`src/rtl/dds_pkg.sv`:
```
// Shared definitions for the DDS block family: FSM encoding and default widths.
package dds_pkg;

    typedef enum logic {
        IDLE  = 1'b0,
        COUNT = 1'b1
    } state_e;

    localparam int DDS_WIDTH_DEFAULT = 32;
    localparam int GATE_LOG2_DEFAULT = 16;

endpackage

```
`src/rtl/dds_edge_detect.sv`:
```
// Rising-edge detector with history register; optional 2-FF synchroniser when
// DDS_FREQ_METER_SYNC_EN is defined.
module dds_edge_detect (
    input  logic clk,
    input  logic reset,
    input  logic clear,
    input  logic sig_in,
    output logic rise
);

    logic sig_s;
    logic prev_q, prev_d;

`ifdef DDS_FREQ_METER_SYNC_EN
    logic sync1_q, sync1_d;
    logic sync2_q, sync2_d;

    always_comb begin
        sync1_d = sig_in;
        sync2_d = sync1_q;
    end

    always_ff @(posedge clk) begin
        if (reset) begin
            sync1_q <= 1'b0;
            sync2_q <= 1'b0;
        end else begin
            sync1_q <= sync1_d;
            sync2_q <= sync2_d;
        end
    end

    assign sig_s = sync2_q;
`else
    assign sig_s = sig_in;
`endif

    // History tracks sig_s continuously, so the first counting cycle compares
    // against a real previous sample instead of a stale value.
    always_comb begin
        prev_d = sig_s;
    end

    always_ff @(posedge clk) begin
        if (reset) prev_q <= sig_s;
        else       prev_q <= prev_d;
    end

    assign rise = sig_s & ~prev_q & ~clear;

endmodule

```
`src/rtl/dds_freq_meter.sv`:
```
// Gated edge counter that converts a periodic input back into a DDS tuning word.
// Optional input synchroniser: define DDS_FREQ_METER_SYNC_EN.
module dds_freq_meter
    import dds_pkg::*;
#(
    parameter int WIDTH     = DDS_WIDTH_DEFAULT,
    parameter int GATE_LOG2 = GATE_LOG2_DEFAULT
) (
    input  logic                 clk,
    input  logic                 reset,
    input  logic                 enable,
    input  logic                 sig_in,
    output logic [WIDTH-1:0]     freq_word,
    output logic [GATE_LOG2-1:0] edge_count,
    output logic                 valid,
    input  logic                 ready,
    output logic                 overrun
);

    localparam int                   SHIFT   = WIDTH - GATE_LOG2;
    localparam logic [GATE_LOG2-1:0] CNT_MAX = '1;

    state_e               state_q, state_d;
    logic [GATE_LOG2-1:0] gate_q, gate_d;
    logic [GATE_LOG2-1:0] edge_q, edge_d;
    logic [GATE_LOG2-1:0] edge_count_q, edge_count_d;
    logic [WIDTH-1:0]     freq_word_q, freq_word_d;
    logic                 valid_q, valid_d;
    logic                 overrun_q, overrun_d;
    logic [GATE_LOG2-1:0] final_cnt;
    logic                 rise;

    dds_edge_detect u_edge (
        .clk    (clk),
        .reset  (reset),
        .clear  (state_q == IDLE),
        .sig_in (sig_in),
        .rise   (rise)
    );

    // NOTE: every always_comb output gets a default first so no path infers a latch.
    always_comb begin
        state_d      = state_q;
        gate_d       = gate_q;
        edge_d       = edge_q;
        edge_count_d = edge_count_q;
        freq_word_d  = freq_word_q;
        valid_d      = valid_q;
        overrun_d    = overrun_q;
        // A rise on the terminal cycle still belongs to the closing gate.
        final_cnt    = (rise && (edge_q != CNT_MAX)) ? edge_q + GATE_LOG2'(1) : edge_q;

        if (valid_q && ready) valid_d = 1'b0;

        case (state_q)
            IDLE: begin
                gate_d = '0;
                edge_d = '0;
                if (enable) state_d = COUNT;
            end
            COUNT: begin
                if (!enable) begin
                    state_d = IDLE;
                    gate_d  = '0;
                    edge_d  = '0;
                end else begin
                    gate_d = gate_q + GATE_LOG2'(1);
                    edge_d = final_cnt;
                    if (gate_q == CNT_MAX) begin
                        edge_d       = '0;
                        edge_count_d = final_cnt;
                        freq_word_d  = {final_cnt, {SHIFT{1'b0}}};
                        valid_d      = 1'b1;
                        if (valid_q && !ready) overrun_d = 1'b1;
                    end
                end
            end
            default: state_d = IDLE;
        endcase
    end

    // NOTE: sequential state uses non-blocking assignments only.
    always_ff @(posedge clk) begin
        if (reset) begin
            state_q      <= IDLE;
            gate_q       <= '0;
            edge_q       <= '0;
            edge_count_q <= '0;
            freq_word_q  <= '0;
            valid_q      <= 1'b0;
            overrun_q    <= 1'b0;
        end else begin
            state_q      <= state_d;
            gate_q       <= gate_d;
            edge_q       <= edge_d;
            edge_count_q <= edge_count_d;
            freq_word_q  <= freq_word_d;
            valid_q      <= valid_d;
            overrun_q    <= overrun_d;
        end
    end

    assign freq_word  = freq_word_q;
    assign edge_count = edge_count_q;
    assign valid      = valid_q;
    assign overrun    = overrun_q;

endmodule

```
`config.mk`:
```
export PLATFORM = sky130hd
export DESIGN_NAME = dds_freq_meter
export DESIGN_NICKNAME = d
export VERILOG_FILES = /design/src/rtl/dds_pkg.sv /design/src/rtl/dds_edge_detect.sv /design/src/rtl/dds_freq_meter.sv
export SDC_FILE = /design/constraint.sdc
export NUM_CORES = 1
export LEC_CHECK = 0
export ABC_AREA = 1
export CAP_MARGIN = 20
export CORE_UTILIZATION = 40
export DETAILED_ROUTE_END_ITERATION = 16
export DONT_BUFFER_PORTS = 1
export GPL_TIMING_DRIVEN = 1
export REMOVE_ABC_BUFFERS = 1
export SETUP_SLACK_MARGIN = 0.2
export SYNTH_ARGS = -nofsm -noshare
export SYNTH_HDL_FRONTEND = slang
export SYNTH_HIERARCHICAL = 1
export SYNTH_SLANG_ARGS = --single-unit
export TNS_END_PERCENT = 20
```
`constraint.sdc`:
```
create_clock -name clk -period 1.6 [get_ports clk]
set_input_delay 0.32 -clock clk [delete_from_list [all_inputs] [get_ports clk]]
set_output_delay 0.32 -clock clk [all_outputs]
set_load 0.02 [all_outputs]
```
Word level (Yosys, flattened, before mapping):

Cells that the tools add are included.

* $add $sub $neg: 2
* equality and inequality tests: 2
* muxes and demuxes: 11
* bitwise logic cells: 4
* reductions and logical operators: 6

Operators by type and width (number)
* 16-bit 2-to-1 mux: 4
* 16-bit case mux with 2 select lines: 2
* 16-bit by 1-bit adder with 16-bit output (second input constant): 2
* 16-bit == test (second input constant): 1
* 16-bit inequality test (second input constant): 1
* 1-bit 2-to-1 mux: 5
* 4-bit AND reduction: 1
* 1-bit logical AND: 3
* 3-bit AND reduction: 1
* 1-bit bitwise AND: 2
* 1-bit NOT: 2
* 1-bit zero test: 1

* flip-flop bits (word level): 52
* input bits: 5
* output and inout bits: 50
* logic and storage cells: 32

Logic depth before layout (Yosys ltp):

* depth after elaboration: 8
* gate-level depth with buffers: 13
* mapped depth without buffers: 12

By module:

The synthesis kept the hierarchy.

By module, submodules not included
* dds_freq_meter: instances 1, cells an instance 403, area each 2746.4 um^2, seq. area each 1021.0 um^2
* dds_edge_detect: instances 1, cells an instance 4, area each 33.8 um^2, seq. area each 20.0 um^2

Least setup slack after synthesis:

Ideal clock, no wire load.

* kind: reg2reg
* start point: reg gate_q[0]
* end point: reg freq_word_q[16], in the netlist freq_word[16]
* setup time: 0.117 ns
* data arrival time: 1.347 ns
* required time: 1.483 ns
* slack: 0.136 ns
* cell stages (with the launch flop): 9
* buffers on the path: 0
* period minus slack after synthesis: 1.464 ns
* cell sequence: dfxtp_1 ha_1 nand3_2 nor2_2 nand4_2 nor2_2 nand2_2 nor2_1 nor2_1

* longest elaborated chain between the ends: 2

RTL lines
* start: declaration: RTL line dds_freq_meter.sv:24 `logic [GATE_LOG2-1:0] gate_q, gate_d;`
* start signal: assignment: RTL line dds_freq_meter.sv:94 `gate_q <= gate_d;`
* 16-bit == test: RTL line dds_freq_meter.sv:69 `if (gate_q == CNT_MAX) begin`
* 3-bit AND reduction (no line)
* end signal: assignment: RTL line dds_freq_meter.sv:97 `freq_word_q <= freq_word_d;`
* end: declaration: RTL line dds_freq_meter.sv:27 `logic [WIDTH-1:0] freq_word_q, freq_word_d;`

No other way between the ends.
A chain may end at the register's enable or synchronous reset.

Worst setup path after layout:

* start point: reg edge_q[1]
* end point: reg freq_word_q[29], in the netlist freq_word[29]

* longest elaborated chain between the ends: 3
* elaborated cells between the ends (all ways): 4
* classes of those cells: 1 x add/sub; 1 x eq/ne; 1 x mux; 1 x reduce/logical

RTL lines
* start: declaration: RTL line dds_freq_meter.sv:25 `logic [GATE_LOG2-1:0] edge_q, edge_d;`
* start signal: assignment: RTL line dds_freq_meter.sv:95 `edge_q <= edge_d;`
* parallel branches: the longest is 2 deep, another holds 16-bit by 1-bit adder with 16-bit output
* 16-bit 2-to-1 mux (*): RTL line dds_freq_meter.sv:51 `final_cnt = (rise && (edge_q != CNT_MAX)) ? edge_q + GATE_LOG2'(1) : edge_q;`

Mark *: on every way between the ends.

==> impl_results.md <==
- Status: completed
- Synth area leaders: dfxtp_1 (37%), nand2_1 (13%), buf_4 (8.9%), nor2_1 (8.5%), inv_1 (6.3%)
- DRT iter0 DRCs: 104
- WP data required: 1790 ps
- Slowest cell on crit path: dfxtp_4
- Worst-case hold path end point: u_edge/prev_q$_DFF_P_
- Max Cap Violations: 0
- I/O Pins: 55
- Crit path DAT: 1680 ps
- Clock buffer depth: 2
- DP Wirelength: 4084 µm
- Initial antenna violation count: 0
- Hold Path Origin: sig_in
- Worst skew pair latency: 310 ps
- Share of layout cells above drive strength 1: 23.04%
- Class of the worst hold path: input port to flip-flop
- GR Util All Layers: 16.49%
- Synth cell types: 27
- Dpl ws: -3.468 ps
- Vias: 2389
- Reg clk slew, reported paths: 100 ps
- Slew Viols, Final: 0
- Layout fillers: 701
- Root buf cell: clkbuf_8
- CTS H-tree lvls: 2
- IO buf count: 0
- Cell taking the most area after synthesis: dfxtp_1
- Worst r2r dst: freq_word[29]$_SDFFE_PP0P_
- Worst Slack Setup Final: 105.2 ps
- Die area: 0.007288 mm²
- LEAKAGE: 1.295 nW
- Fin crit period: 1495 ps
- RSZ-0062 raised after global routing: yes
- Critical path depth: 10
- Post-synth ARST share: 0%
- Post-synthesis sequential area ratio: 37.44%
- CP delay by family, top: simple AND/OR/NAND/NOR gates
- Hold path depth: 0
- Row Count: 30
- Bufs and invs on worst path: 3
- Pwr Density: 706.7 mW/mm²
- Area grow syn2layout: 16.02%
- Antenna-violating nets left: 0
- Residual DRC: 0
- Endpoints failing setup: 0
- N_diodes: 0
- FF-to-FF setup slack: 110 ps
- Largest net degree at the start of global routing: 17
- Yosys warns: 6
- Avg Cell Area, Syn: 6.831 µm²
- Ys flop type: dfxtp_1
- Reg-to-reg startpoint: edge_q[1]$_SDFF_PP0_
- Wire length per cell: 11.53 µm
- Final Cycle Share: 93.43%
- CTS tree: yes
- Critical setup path kind: flip-flop to flip-flop
- Crit start category: flip-flop
- Area occupied by multi-input gates: 0.001503 mm²
- CTS sink count: 52
- Setup Skew: 10.37 ps
- Power Total: 2.280 mW
- Final Hold Viols: 0
- Final #Nets: 427
- Flops & latches, synth: 52
- Crit-path max cell delay: 380 ps
- Crit-path cells: ha_4 -> inv_2 -> nor2_4 -> buf_6 -> nand4_1 -> buf_6 -> nand2_1 -> nand2_1 -> nand2_2 -> a21oi_1
- R2R cell count: 10
- CP Max Fanout: 6
- Cells after Synth: 407
- CTS Buf Count: 5
- GP Congestion: 0.8721
- Drt total wl: 5779 µm
- Starting Density: 41.15%
- GRT overflow: 0
- Post-Syn Area: 0.002780 mm²
- EDFF count, synth: 0
- Core Region: 0.006756 mm²
- Chip width: 85.37 µm
- Die height: 85.37 µm
- Synth top area share: 37.44%
- TritonRoute pass-1 iters: 5
- Critical Path Sink Type: flip-flop
- Register area: 0.001057 mm²
- First-pass GRT wire length: 9522 µm
- Max Clk Rate: 0.6690 GHz
- Vias in the first global route: 2115
- Vias/cell: 4.768
- Worst vdd ir: 0.4477 mV
## power breakdown
group          internal (mW)  total, mW  switching, mW
sequential              1.29       1.30        0.00209
combinational         0.0160     0.0789         0.0629
clock                  0.465      0.904          0.439
total                   1.78       2.28          0.504
## cells by family after synthesis
kind of cell               share of synthesized area, %
and+or+nand+nor                                   34.29
buffers and inverters                             16.74
DFF                                               37.44
AOI/OAI and AO/OA                                 9.541
xor gates and xnor gates                         0.9453
adders and majority gates                        0.8999
other                                            0.1349
## routing by layer
metal | global-route usage (%) | share of wire [%]
met1 | 19.88 | 46
met3 | 3.502 | 3.0
met2 | 28.67 | 50
met5 | 0 | 0
met4 | 6.515 | 1.3
## worst max-delay path by stage
stage / startpoint / endpoint / slack [ps]
5_1_grt: edge_q[1]$_SDFF_PP0_ / freq_word[27]$_SDFFE_PP0P_ / 10
3_3_place_gp: edge_q[0]$_SDFF_PP0_ / freq_word[16]$_SDFFE_PP0P_ / -8
4_1_cts: edge_q[1]$_SDFF_PP0_ / freq_word[26]$_SDFFE_PP0P_ / 120
6_report: edge_q[1]$_SDFF_PP0_ / freq_word[29]$_SDFFE_PP0P_ / 110
3_5_place_dp: edge_q[1]$_SDFF_PP0_ / freq_word[16]$_SDFFE_PP0P_ / -3
2_1_floorplan: edge_q[0]$_SDFF_PP0_ / freq_word[25]$_SDFFE_PP0P_ / 120
## cells in the mapped netlist (2+ instances only)
cell / count
buf_2: 3
buf_6: 2
a21oi_1: 28
nor2_1: 63
nor2_2: 8
o21bai_1: 6
nand4_1: 3
buf_4: 33
nor3_1: 2
nand2_1: 98
o21ai_0: 16
nand2_2: 4
nand3_1: 23
dfxtp_1: 52
nor2_4: 3
inv_1: 47
ha_1: 2
xor2_1: 2
nand3b_1: 4
## worst register-to-register path, delay by kind of cell, from the launching register on
kind                     cells  cell delay [ps]
adder cells (fa/ha/maj)      1              150
buffers and inverters        3              340
AO/OA/AOI/OAI                1               60
AND/OR/NAND/NOR              5              450
flip-flops                   1              380
## registers in the layout, summed over array words and instances (netlist names)
signal,flops
edge_q,16
freq_word,16
gate_q,16
overrun,1
state_q,1
u_edge/prev_q,1
valid,1
## final cells by class
class	instances	area share [%]
inverters	48	5.586
clock inverters	2	1.086
multi-input cells	284	46.59
flip-flops and latches	52	32.78
well taps	80	3.103
clock buffers	6	2.250
repair buffers	29	8.611
## metrics by stage
step / hold slack [ps] / setup TNS, ps / instances / area (µm²) / utilization [%]
after floorplan: 347.7 / 0 / 384 / 2551 / -
after global placement: 347.8 / -7.524 / 486 / 2829 / 41.87
after detailed placement: 347.8 / -3.468 / 486 / 2829 / 41.87
after CTS: 23.49 / 0 / 501 / 3137 / 46.43
after global routing: 10.81 / 0 / 501 / 3226 / 47.74
final: 28.32 / 0 / 501 / 3226 / 47.74
## cells in the final DEF (no fill, tap or decap), drive strengths merged
cell type / n
nand4: 5
buf: 29
nand2: 102
ha: 2
nor2: 74
inv: 48
o21ai: 16
conb: 16
or2: 1
o21bai: 6
nor3: 3
xor2: 2
clkinv: 1
nand3: 24
xnor2: 1
a21oi: 28
bufinv: 1
dfxtp: 52
clkbuf: 6
nand3b: 4
## what timing repair did
action,4_1_cts,5_1_grt
setup endpoints to repair,37,42
hold buffers,0,0
pin swaps,12,8
gates resized for setup,31,30
buffers inserted,5,0
gates cloned,2,0
(Power assumes the default switching activity.)
